<file path="src/rtl/braille_letter_picker.sv">
// Letter picker for the Braille trainer: samples the random generator on request,
// reduces the low byte mod 26, avoids immediate repeats and outputs letter + cell.
module braille_letter_picker (
  input  logic        clk,
  input  logic        rst,
  input  logic [15:0] rnd,
  input  logic        req,
  output logic        lfsr_run,
  output logic        busy,
  output logic        valid,
  output logic [4:0]  letter,
  output logic [5:0]  dots
);

  typedef enum logic [1:0] {
    IDLE,
    REDUCE,
    CHECK
  } state_t;

  localparam logic [4:0] PREV_NONE = 5'd31;

  state_t      state_q;
  logic [7:0]  r_q;
  logic [4:0]  prev_q;
  logic [4:0]  letter_q;
  logic [5:0]  dots_q;
  logic        valid_q;
  logic        busy_q;
  logic        run_q;

  logic [4:0]  pick_d;
  logic [5:0]  cell_d;

  // Only the low byte of the generator feeds the reduction.
  logic        unused_rnd;
  assign unused_rnd = ^rnd[15:8];

  // Grade-1 English Braille, bit0 = dot1 ... bit5 = dot6.
  function automatic logic [5:0] brailleCell(input logic [4:0] n);
    logic [5:0] c;
    case (n)
      5'd0:    c = 6'b000001;
      5'd1:    c = 6'b000011;
      5'd2:    c = 6'b001001;
      5'd3:    c = 6'b011001;
      5'd4:    c = 6'b010001;
      5'd5:    c = 6'b001011;
      5'd6:    c = 6'b011011;
      5'd7:    c = 6'b010011;
      5'd8:    c = 6'b001010;
      5'd9:    c = 6'b011010;
      5'd10:   c = 6'b000101;
      5'd11:   c = 6'b000111;
      5'd12:   c = 6'b001101;
      5'd13:   c = 6'b011101;
      5'd14:   c = 6'b010101;
      5'd15:   c = 6'b001111;
      5'd16:   c = 6'b011111;
      5'd17:   c = 6'b010111;
      5'd18:   c = 6'b001110;
      5'd19:   c = 6'b011110;
      5'd20:   c = 6'b100101;
      5'd21:   c = 6'b100111;
      5'd22:   c = 6'b111010;
      5'd23:   c = 6'b101101;
      5'd24:   c = 6'b111101;
      5'd25:   c = 6'b110101;
      default: c = 6'b000000;
    endcase
    return c;
  endfunction

  // In CHECK r is already below 26; bump by one (wrapping z->a) on a repeat.
  always_comb begin
    pick_d = r_q[4:0];
    if (r_q[4:0] == prev_q) begin
      pick_d = (r_q[4:0] == 5'd25) ? 5'd0 : r_q[4:0] + 5'd1;
    end
    cell_d = brailleCell(pick_d);
  end

  always_ff @(posedge clk) begin
    if (!rst) begin
      state_q  <= IDLE;
      r_q      <= 8'd0;
      prev_q   <= PREV_NONE;
      letter_q <= 5'd0;
      dots_q   <= 6'd0;
      valid_q  <= 1'b0;
      busy_q   <= 1'b0;
      run_q    <= 1'b0;
    end else begin
      run_q   <= 1'b1;
      valid_q <= 1'b0;
      case (state_q)
        IDLE: begin
          if (req) begin
            r_q     <= rnd[7:0];
            busy_q  <= 1'b1;
            state_q <= REDUCE;
          end
        end
        REDUCE: begin
          if (r_q >= 8'd26) begin
            r_q <= r_q - 8'd26;
          end else begin
            state_q <= CHECK;
          end
        end
        CHECK: begin
          letter_q <= pick_d;
          dots_q   <= cell_d;
          prev_q   <= pick_d;
          valid_q  <= 1'b1;
          busy_q   <= 1'b0;
          state_q  <= IDLE;
        end
        default: state_q <= IDLE;
      endcase
    end
  end

  assign lfsr_run = run_q;
  assign busy     = busy_q;
  assign valid    = valid_q;
  assign letter   = letter_q;
  assign dots     = dots_q;

endmodule

</file>
<file path="config.mk">
export PLATFORM = sky130hd
export DESIGN_NAME = braille_letter_picker
export DESIGN_NICKNAME = d
export VERILOG_FILES = /design/src/rtl/braille_letter_picker.sv
export SDC_FILE = /design/constraint.sdc
export NUM_CORES = 1
export LEC_CHECK = 0
export ABC_AREA = 1
export BUFFER_PORTS_ARGS = -buffer_cell sky130_fd_sc_hd__buf_2
export CAP_MARGIN = 20
export CORE_MARGIN = 3
export CORE_UTILIZATION = 31
export DETAILED_ROUTE_END_ITERATION = 10
export PLACE_DENSITY = 0.57
export SYNTH_ARGS = -nofsm -noshare
export SYNTH_HDL_FRONTEND = slang
export SYNTH_SLANG_ARGS = --single-unit
</file>
<file path="constraint.sdc">
create_clock -name clk -period 2.3 [get_ports clk]
set_input_delay 0.46 -clock clk [delete_from_list [all_inputs] [get_ports clk]]
set_output_delay 0.46 -clock clk [all_outputs]
set_load 0.02 [all_outputs]
</file>
# Yosys cells after proc, flatten, opt, wreduce, memory -nomap -nowiden
# Memories as Yosys holds them, arrays and structs flattened. A register that Yosys moved wholly into a read port is not among the register bits.
# Index checks and enable logic that the tools add are counted.
[classes]
reduce_logical = 7
n_addsub = 2
n_mux = 12
order_cmp = 1
eq_ne = 7
[ops]
columns = ["op", "n"]
rows = [
  ["8-bit 2-to-1 mux", 2],
  ["8-bit case mux with 2 select lines", 1],
  ["5-bit 2-to-1 mux", 2],
  ["8-bit by 5-bit >= comparator with 1-bit output, second input constant", 1],
  ["8-bit by 5-bit subtractor with 8-bit output, second input constant", 1],
  ["2-bit != test, second input constant", 3],
  ["5-bit by 1-bit adder with 5-bit output, second input constant", 1],
  ["5-bit equality test", 1],
  ["5-bit equality test, second input constant", 1],
  ["2-bit 2-to-1 mux", 2],
  ["2-bit case mux with 2 select lines", 1],
  ["2-bit AND reduction", 2],
  ["2-bit nonzero test", 2],
  ["1-bit 2-to-1 mux", 3],
  ["3-bit AND reduction", 1],
  ["2-bit by 1-bit equality test with 1-bit output, second input constant", 1],
  ["2-bit equality test, second input constant", 1],
  ["2-bit zero test", 1],
  ["1-bit case mux with 2 select lines", 1],
  ["1-bit zero test", 1],
]
[totals]
inputBits = 19
regBits = 23
output_inout_bits = 14
word_cells = 37
memories = 1
mem_bits_ro = 192
[memory_table]
columns = ["memory", "words", "word_bits", "read_ports", "rd_ports_with_merged_regs", "write_ports", "line_no", "text"]
rows = [
  ["(no name shown)", 32, 6, 1, 1, 0, "42", "case (n)"],
]

# Depth between registers and ports, before layout
# Gate-level depths: netlist of the first run.
[depth]
depth_word = 3
depth_mapped = 18
depth_no_buf = 18

# Worst setup path after synthesis of the first run
# OpenSTA, ideal clock, no wires.
[synth_path]
kind = "register to register"
startpoint = "register r_q[1]"
endpoint = "register dots_q[3] (netlist: dots[3])"
stages_incl_launch_ff = 18
synth_period_minus_slack_ns = 2.006
t_arrival_ns = 1.894
setup_ns = 0.112
required_ns = 2.188
path_slack_ns = 0.294
path_buffers = 0
path_cell_list = "dfxtp_1 inv_2 ha_1 inv_1 nor2_1 nand2_1 inv_1 nor2_1 inv_1 nand2_1 nand2_4 ha_1 nand3_1 nand3_1 nand3_1 nand2_1 nand2_1 nand2_1"
[synth_via]
elab_chain_len = 3
word_cells_on_any_way = 5
cone_classes = "add/sub (1); eq/ne (2); mux (2)"
[synth_rtl]
columns = ["item", "line_no", "text"]
rows = [
  ["start: declaration", "24", "logic [7:0] r_q;"],
  ["start signal: assignment", "99", "r_q <= rnd[7:0];"],
  ["start signal: assignment", "106", "r_q <= r_q - 8'd26;"],
  ["5-bit by 1-bit adder with 5-bit output or 5-bit equality test (tied branches)", "78", "pick_d = (r_q[4:0] == 5'd25) ? 5'd0 : r_q[4:0] + 5'd1;"],
  ["5-bit 2-to-1 mux", "78", ""],
  ["5-bit 2-to-1 mux *", "77", "if (r_q[4:0] == prev_q) begin"],
  ["end: declaration", "27", "logic [5:0] dots_q;"],
]
# Every way passes the cells marked *; elsewhere a longest branch is shown, timed or not.
# A chain may end at the register's enable or synchronous reset.

# Worst setup path after layout of the first run
[layout_path]
startpoint = "register r_q[1]"
endpoint = "register dots_q[4] (netlist: dots[4])"
# Same word-level chain as after synthesis.

==> results of run 1 <==
-- power breakdown --
group | switching, uW | internal [uW]
combinational | 286 | 166
clock | 202 | 209
sequential | 29.2 | 540
total | 518 | 915
-- final cells by class --
class                      count  area, um2  share of cell area, %
clock buffer                   6       72.6                   3.33
inverter                      37        141                   6.49
sequential                    29        582                   26.7
multi-input combinational    197       1090                   49.9
timing repair buffer          34        195                   8.97
tap                           72       90.1                   4.14
clock inverter                 2       10.0                  0.460
-- kinds of logic after synthesis --
family	count (synthesis)	synth area share, %
buf+inv	39	8.47
simple gates	143	36.9
compound gates	38	12.1
fa+ha+maj	10	6.94
xor+xnor	6	3.33
flops	29	32.2
-- state kept, by name, summed over array words and instances, names as in the netlist --
register and count:
r_q 8, dots 6, letter 5, prev_q 5
state_q 2, busy 1, lfsr_run 1, valid 1
-- stage by stage --
step                hold slack (ps)  area [um2]
CTS                             373        2160
finish                          376        2180
detailed placement              433        2080
global placement                433        2080
global route                    382        2180
floorplan                       469        1800
-- routing by layer --
metal | track usage [%] | vias up | part of all wire, %
met3 | 2.49 | 5 | 2.3
met1 | 20.0 | 789 | 52
li1 | - | 928 | -
met2 | 22.0 | 21 | 45
met5 | 0 | - | 0
met4 | 3.99 | 0 | 0.76
-- worst max-delay path, cell delays in order (launching register included) --
cell	delay (ps)
dfxtp_1	340
inv_2	80
ha_1	190
inv_1	50
nor2_1	30
nand2_1	110
inv_1	90
nor2_2	110
inv_1	50
nand2_1	100
nand2_4	110
ha_4	300
nand3_1	100
nand3_1	130
nand3_1	90
nand2_1	60
nand2_1	50
nand2_1	50
-- cells in the final DEF, fill, tap and decap left out, types with 2 or more instances in the layout --
cell,instances
nand4_1,4
nor3_1,2
inv_1,33
a21oi_1,9
o21ai_0,14
o21ai_1,2
clkinv_2,2
nor2_4,2
buf_4,10
ha_1,9
nor2_2,3
nand2_4,6
nand2_1,79
o22ai_1,7
dfxtp_1,28
nand2_2,8
buf_2,24
nor2_1,16
xor2_1,4
clkbuf_8,5
a22oi_1,3
inv_2,3
nand3_1,22
-- how the worst min path moves through the flow --
| stage | to | cells after the start |
|---|---|---|
| global placement | dots[4]$_SDFFE_PN0P_ | 2 |
| floorplan | prev_q[0]$_SDFFE_PN1P_ | 2 |
| finish | lfsr_run$_DFF_P_ | 1 |
| global route | lfsr_run$_DFF_P_ | 1 |
| detailed placement | dots[3]$_SDFFE_PN0P_ | 2 |
| CTS | lfsr_run$_DFF_P_ | 1 |
-- Yosys cell counts --
library cell,number
xor2_1,4
o22ai_1,7
nor2_1,17
nand3_1,22
o21ai_2,1
inv_1,33
nor2_4,2
xnor2_1,1
nand3_2,1
nand2_1,80
o21ai_1,2
a21oi_2,1
nor2_2,2
nor3_1,2
ha_1,10
buf_4,1
xnor2_2,1
inv_2,3
a21oi_1,9
o21ai_0,14
o32ai_1,1
a22oi_1,3
nand2_2,7
nand4_1,4
dfxtp_1,29
nand2_4,6
inv_4,1
clkbuf_1,1
==> flow_metrics.tcl, run 1 <==
set metrics [dict create \
    worst-path-max-fanout 8 \
    grt-ovfl-total 0 \
    crit_path_start "r_q[1]$_SDFFE_PN0P_" \
    crit_arrival_ps 2320 \
    num-fill-cells 629 \
    htreeDepth 2 \
    dp.cells 369 \
    p_per_area_mw_per_mm2 658 \
    clock_latency_ps 280 \
    die-height_um 82.2 \
    regToRegStartpoint "r_q[1]$_SDFFE_PN0P_" \
    dr_total_vias 1743 \
    cts_tree "done" \
    post_cts_buffers 0 \
    grt_pass1_wl_um 7440 \
    ff2ff_path_depth 17 \
    period_share_pct 90.9 \
    status "complete, no violations" \
    post_drt_wl_per_cell_um 11.9 \
    worst_pin_slew_ps 400 \
    hold_class "in2reg" \
    setup_viol 0 \
    rows 27 \
    core_area_mm2 0.00557 \
    synth_top_area_cell "dfxtp_1" \
    worstHoldStart "rst" \
    yosysUniqueCellTypes 28 \
    synthTopCellsByArea "dfxtp_1 32%, nand2_1 17%, ha_1 6.9%" \
    rr_endpoint "dots[4]$_SDFFE_PN0P_" \
    rrSetupSlack_ps 210 \
    drt_iter0_markers 97 \
    crit_required_ps 2530 \
    cp-end-kind "flip-flop" \
    drv_slew 0 \
    drive_gt1_share_pct 23.0 \
    crit_path_end "dots[4]$_SDFFE_PN0P_" \
    grt_max_degree 13 \
    diodes 0 \
    final_cell_count_no_fill 377 \
    pin_count 33 \
    ctsResizeCount 0 \
    yosysWarningCount 0 \
    clock-root-buffer "clkbuf_8" \
    drv_cap 0 \
    ctsHoldBuffers 0 \
    fin_skew_ps 7.00 \
    postRouteAntennaNets 0 \
    fp.dieArea_mm2 0.00676 \
    syn-cell-area_mm2 0.00180 \
    grt_usage_pct 14.2 \
    finalPower_uw 1430 \
    setup.worst_path.class "reg2reg" \
    syn_area_per_cell_um2 6.80 \
    cts_inserted_buffers 5 \
    cts.sinks 29 \
    setup-tns-final_ps 0 \
    grt_pass1_vias 1611 \
    initial_core_util_pct 32.3 \
    syn-num-nets 294 \
    start_kind "flip-flop" \
    rsz0062_at_grt "no" \
    synth_top_area_share_pct 32.2 \
    clk_pin_slew_worst_paths_ps 70 \
    power.leakage_uw 0.00110 \
    period_needed_ps 2090 \
    vias_per_cell 4.62 \
    remaining_drc_errors 0 \
    hpwl_um 3250 \
    final_core_util_pct 39.1 \
    synth_seq_cells 29 \
    cts_buffer_depth 2 \
    irDropWorstVdd_mv 0.287 \
    wirelength_um 4490 \
    pre_cts_ws_ps 173 \
    ys_seq_area_share_pct 32.2 \
    fmax_mhz 478 \
    dieWidth_um 82.2 \
    antenna_found_initial 0 \
    synthCells 265 \
    layout.nets 333 \
    port_buffers 24 \
    hold_viol_final 0 \
    relSlewSlack_pct 73.2 \
    drtPass1Iterations 4 \
    syn_to_final_growth_pct 20.8 \
    setup_slack_ps 209 \
    place_congestion 0.904 \
]
No activity file was read; power rests on OpenSTA's default activity.
==> run 2, diff against run 1 <==
--- a/config.mk
+++ b/config.mk
@@ -9,9 +9,10 @@
 export BUFFER_PORTS_ARGS = -buffer_cell sky130_fd_sc_hd__buf_2
 export CAP_MARGIN = 20
 export CORE_MARGIN = 3
-export CORE_UTILIZATION = 31
+export CORE_UTILIZATION = 50
+export CTS_CLUSTER_DIAMETER = 150
 export DETAILED_ROUTE_END_ITERATION = 10
-export PLACE_DENSITY = 0.57
+export PLACE_DENSITY = 0.8
 export SYNTH_ARGS = -nofsm -noshare
 export SYNTH_HDL_FRONTEND = slang
 export SYNTH_SLANG_ARGS = --single-unit
==> run 2 against run 1 <==
  * Clock-buffer cell count increased by 1
  * Clock power rose by 8.5%
  * Sequential power is essentially flat
  * Critical path type unchanged
  * Largest power group unchanged
  * Highest routed layer unchanged
==> flow_metrics.tcl, run 2 (synthesis gave the netlist of run 1 again) <==
set metrics [dict create \
    irDropWorstVdd_mv 0.382 \
    cp-end-kind "flip-flop" \
    place_congestion 0.873 \
    relSlewSlack_pct 73.6 \
    pre_cts_ws_ps 250 \
    clk_pin_slew_worst_paths_ps 100 \
    p_per_area_mw_per_mm2 682 \
    grt_max_degree 13 \
    clock-root-buffer "clkbuf_4" \
    setup.worst_path.class "reg2reg" \
    crit_path_frequent_cell "nand2_1" \
    cts_tree "done" \
    rows 21 \
    worst_pin_slew_ps 394 \
    hold_viol_final 0 \
    initial_core_util_pct 52.7 \
    max_stage_delay_ps 420 \
    drive_gt1_share_pct 22.5 \
    setup_viol 0 \
    layout.nets 334 \
    pin_count 33 \
    port_buffers 24 \
    htreeDepth 2 \
    finalPower_uw 1460 \
    period_share_pct 89.6 \
    antenna_found_initial 0 \
    whs_ps 300 \
    hpwl_um 3040 \
    grt_pass1_vias 1543 \
    ctsHoldBuffers 0 \
    drt_iter0_markers 97 \
    drtPass1Iterations 5 \
    drv_slew 0 \
    largest_reg_flops 8 \
    die-height_um 66.0 \
    postRouteAntennaNets 0 \
    period_needed_ps 2060 \
    crit_slowest_cell "dfxtp_1" \
    cts_buffer_depth 2 \
    grt-ovfl-total 0 \
    grt_pass1_wl_um 6780 \
    wirelength_um 4030 \
    fmax_mhz 485 \
    remaining_drc_errors 0 \
    clock_latency_ps 340 \
    vias_per_cell 5.13 \
    cts_inserted_buffers 5 \
    regArea_um2 582 \
    top_register "r_q" \
    power.leakage_uw 0.00111 \
    status "complete, no violations" \
    fp.dieArea_mm2 0.00436 \
    num-fill-cells 319 \
    crit_arrival_ps 2300 \
    post_drt_wl_per_cell_um 11.5 \
    grt_usage_pct 20.3 \
    fin_skew_ps 10.4 \
    syn_to_final_growth_pct 18.7 \
    final_core_util_pct 62.6 \
    worst-path-max-fanout 5 \
    dieWidth_um 66.0 \
    diodes 0 \
    layout_commonest_cell "nand2_1" \
    hold_class "in2reg" \
    final_cell_mix "80 x nand2_1, 33 x inv_1, 28 x dfxtp_1" \
    core_area_mm2 0.00342 \
    crit_chain "inv_1 -> nand2_1 -> nand2_1 -> nor2_4 -> nand3_2 -> nand2_1 -> nand2_1 -> ha_1 -> nand3_1 -> nand3_1 -> nand3_1 -> nand2_1 -> nand2_1 -> nand2_1" \
    dr_total_vias 1807 \
    start_kind "flip-flop" \
    drv_cap 0 \
    setup-tns-final_ps 0 \
    multiInputGateArea_mm2 0.00107 \
    crit_required_ps 2540 \
    rsz0062_at_grt "no" \
    cts.sinks 29 \
    setup_slack_ps 238 \
]
==> run 2: per-layer routing <==
layer  vias up  GRT usage, %  wire length, um
met2        77          32.3             1840
li1        927             -                -
met4         0          8.38               73
met3         9          4.25              306
met1       794          26.7             1820
met5         -             0                0
==> run 2: repair_timing <==
action,4_1_cts,5_1_grt
setup buffers,0,0
endpoints found under the setup margin,0,2
gates resized for setup,0,2
==> run 2: worst paths after layout <==
path / start / end / slack [ps] / depth (start not counted)
max: r_q[3]$_SDFFE_PN0P_ / dots[3]$_SDFFE_PN0P_ / 240 / 14
min: rst / lfsr_run$_DFF_P_ / 300 / 1
max reg2reg: r_q[3]$_SDFFE_PN0P_ / dots[3]$_SDFFE_PN0P_ / 240 / 14
min reg2reg: dots[2]$_SDFFE_PN0P_ / dots[2]$_SDFFE_PN0P_ / 460 / 2
==> run 2: metrics by stage <==
step / instances / area, um2
after floorplan: 265 / 1800
after global placement: 344 / 2050
after detailed placement: 344 / 2050
after CTS: 352 / 2140
after global routing: 352 / 2140
final: 352 / 2140
==> run 2: where the power goes <==
group          switching (uW)  total [uW]  internal [uW]
sequential               28.0         567            539
combinational             279         445            166
clock                     187         447            259
total                     494        1460            964
==> run 2: final cells by class <==
type / instances / share of cell area, %
Timing Repair Buffer: 35 / 9.47
Tap cell: 46 / 2.69
Sequential cell: 29 / 27.2
Clock inverter: 1 / 1.40
Multi-Input combinational cell: 197 / 50.1
Clock buffer: 7 / 2.57
Inverter: 37 / 6.61
==> run 2: worst max-delay path: cells and delay by family, from the launching register on <==
kind	cells	cell delay, ps
adders and majority gates	1	350
buffers and inverters	1	130
DFF	1	420
and+or+nand+nor	12	1070
==> run 3, diff against run 2 <==
--- a/config.mk
+++ b/config.mk
@@ -7,7 +7,7 @@
 export LEC_CHECK = 0
 export ABC_AREA = 1
 export BUFFER_PORTS_ARGS = -buffer_cell sky130_fd_sc_hd__buf_2
-export CAP_MARGIN = 20
+export CAP_MARGIN = 25
 export CORE_MARGIN = 3
 export CORE_UTILIZATION = 50
 export CTS_CLUSTER_DIAMETER = 150
==> constraint.sdc (replaced) <==
create_clock -name clk -period 2.3 [get_ports clk]
set_input_delay 0.345 -clock clk [delete_from_list [all_inputs] [get_ports clk]]
set_output_delay 0.345 -clock clk [all_outputs]
set_load 0.02 [all_outputs]
==> run 3 against run 2 <==
  * Sequential power about the same
  * Largest power group unchanged
  * Total power down 5.9%
  * Via count down 1.8%
  * Highest routed layer unchanged
  * Critical path depth up 3
  * Cell area down 0.58%
  * Cell count unchanged
  * Combinational power about the same
==> flow_metrics.tcl, run 3 (synthesis gave the netlist of run 1 again) <==
set metrics [dict create \
    final_cell_count_no_fill 352 \
    fmax_mhz 478 \
    clock_latency_ps 330 \
    dieWidth_um 66.0 \
    final_core_util_pct 62.3 \
    cp-end-kind "flip-flop" \
    remaining_drc_errors 0 \
    wirelength_um 4040 \
    relSlewSlack_pct 74.4 \
    grt-ovfl-total 0 \
    core_area_mm2 0.00342 \
    setup.worst_path.class "reg2reg" \
    drt_iter0_markers 82 \
    largest_reg_flops 8 \
    cts_tree "done" \
    diodes 0 \
    start_kind "flip-flop" \
    fp.dieArea_mm2 0.00436 \
    drv_slew 0 \
    antenna_found_initial 0 \
    post_drt_wl_per_cell_um 11.5 \
    period_share_pct 90.9 \
    hold_viol_final 0 \
    rows 21 \
    power.leakage_uw 0.00110 \
    syn_to_final_growth_pct 18.1 \
    htreeDepth 2 \
    period_needed_ps 2090 \
    setup_slack_ps 209 \
    hpwl_um 3010 \
    drtPass1Iterations 4 \
    final_cell_mix "79 x nand2_1, 33 x inv_1, 28 x dfxtp_1" \
    cts.sinks 29 \
    grt_max_degree 13 \
    rsz0062_at_grt "no" \
    cts_buffer_depth 2 \
    worst_pin_slew_ps 383 \
    worst-path-max-fanout 7 \
    setup_viol 0 \
    irDropWorstVdd_mv 0.468 \
    pre_cts_ws_ps 265 \
    die-height_um 66.0 \
    setup-tns-final_ps 0 \
    p_per_area_mw_per_mm2 645 \
    postRouteAntennaNets 0 \
    place_congestion 0.875 \
    fin_skew_ps 15.6 \
    crit_required_ps 2530 \
    top_register "r_q" \
    initial_core_util_pct 52.7 \
    drv_cap 0 \
    grt_pass1_vias 1540 \
    cts_inserted_buffers 5 \
    dp.cells 344 \
    grt_pass1_wl_um 6710 \
    clock-root-buffer "clkbuf_4" \
    layout_commonest_cell "nand2_1" \
    clk_pin_slew_worst_paths_ps 110 \
    vias_per_cell 5.04 \
    layout.nets 334 \
    status "complete, no violations" \
    dr_total_vias 1775 \
    pin_count 33 \
    hold_class "in2reg" \
    port_buffers 24 \
    drive_gt1_share_pct 23.2 \
    crit_arrival_ps 2320 \
    grt_usage_pct 19.9 \
]
-- run 3: cell types whose count changed in the layout (fill, tap and decap cells not counted), sizes merged --
cell,previous run,this run
bufinv,1,0
clkinv,0,1
-- run 3: path summary, 6_finish.rpt --
kind / start / endpoint / slack, ps / depth (start not counted)
worst max-delay path: r_q[1]$_SDFFE_PN0P_ / dots[4]$_SDFFE_PN0P_ / 210 / 17
worst min-delay path: rst / lfsr_run$_DFF_P_ / 210 / 1
worst max register to register: r_q[1]$_SDFFE_PN0P_ / dots[4]$_SDFFE_PN0P_ / 210 / 17
worst min register to register: dots[2]$_SDFFE_PN0P_ / dots[2]$_SDFFE_PN0P_ / 460 / 2
-- run 3: metal layers --
metal | track usage (%) | vias up | wire [um]
met1 | 27.7 | 782 | 1890
met4 | 6.09 | 0 | 61
li1 | - | 933 | -
met3 | 4.42 | 7 | 258
met2 | 30.7 | 53 | 1830
met5 | 0 | - | 0
-- run 3: power by group --
| group | internal (uW) | leakage (uW) | switching, uW |
|---|---|---|---|
| combinational | 166 | 0.000823 | 281 |
| clock | 177 | 0.0000413 | 181 |
| sequential | 539 | 0.000237 | 27.7 |
| total | 882 | 0.00110 | 490 |
-- run 3: worst max-delay path: stages, from the launching register on --
cell and delay, ps:
dfxtp_1 360, inv_2 80, ha_1 190, inv_1 60
nor2_1 40, nand2_1 100, inv_1 80, nor2_2 110
inv_1 50, nand2_1 100, nand2_4 80, ha_1 300
nand3_1 120, nand3_1 90, nand3_1 90, nand2_1 50
nand2_1 50, nand2_1 40
-- run 3: repair_timing --
item | 4_1_cts | 5_1_grt
resized for setup | 0 | 3
buffers inserted | 0 | 0
endpoints found under the setup margin | 0 | 2
hold buffers | 0 | 0
-- run 3: final cells by class --
class,instances,area [um2]
fill,317,1290
multi-input combinational,197,1070
sequential,29,582
timing repair buffer,35,203
inverter,37,141
clock buffer,7,65.1
tap,46,57.6
clock inverter,1,5.00
-- run 3: metrics by stage --
step / hold WS (ps) / total power [uW] / instance area, um2
3_5_place_dp: 434 / 1020 / 2050
6_report: 209 / 1370 / 2130
4_1_cts: 202 / 1370 / 2120
5_1_grt: 211 / 1460 / 2130
2_1_floorplan: 373 / 898 / 1800
3_3_place_gp: 432 / 1010 / 2050
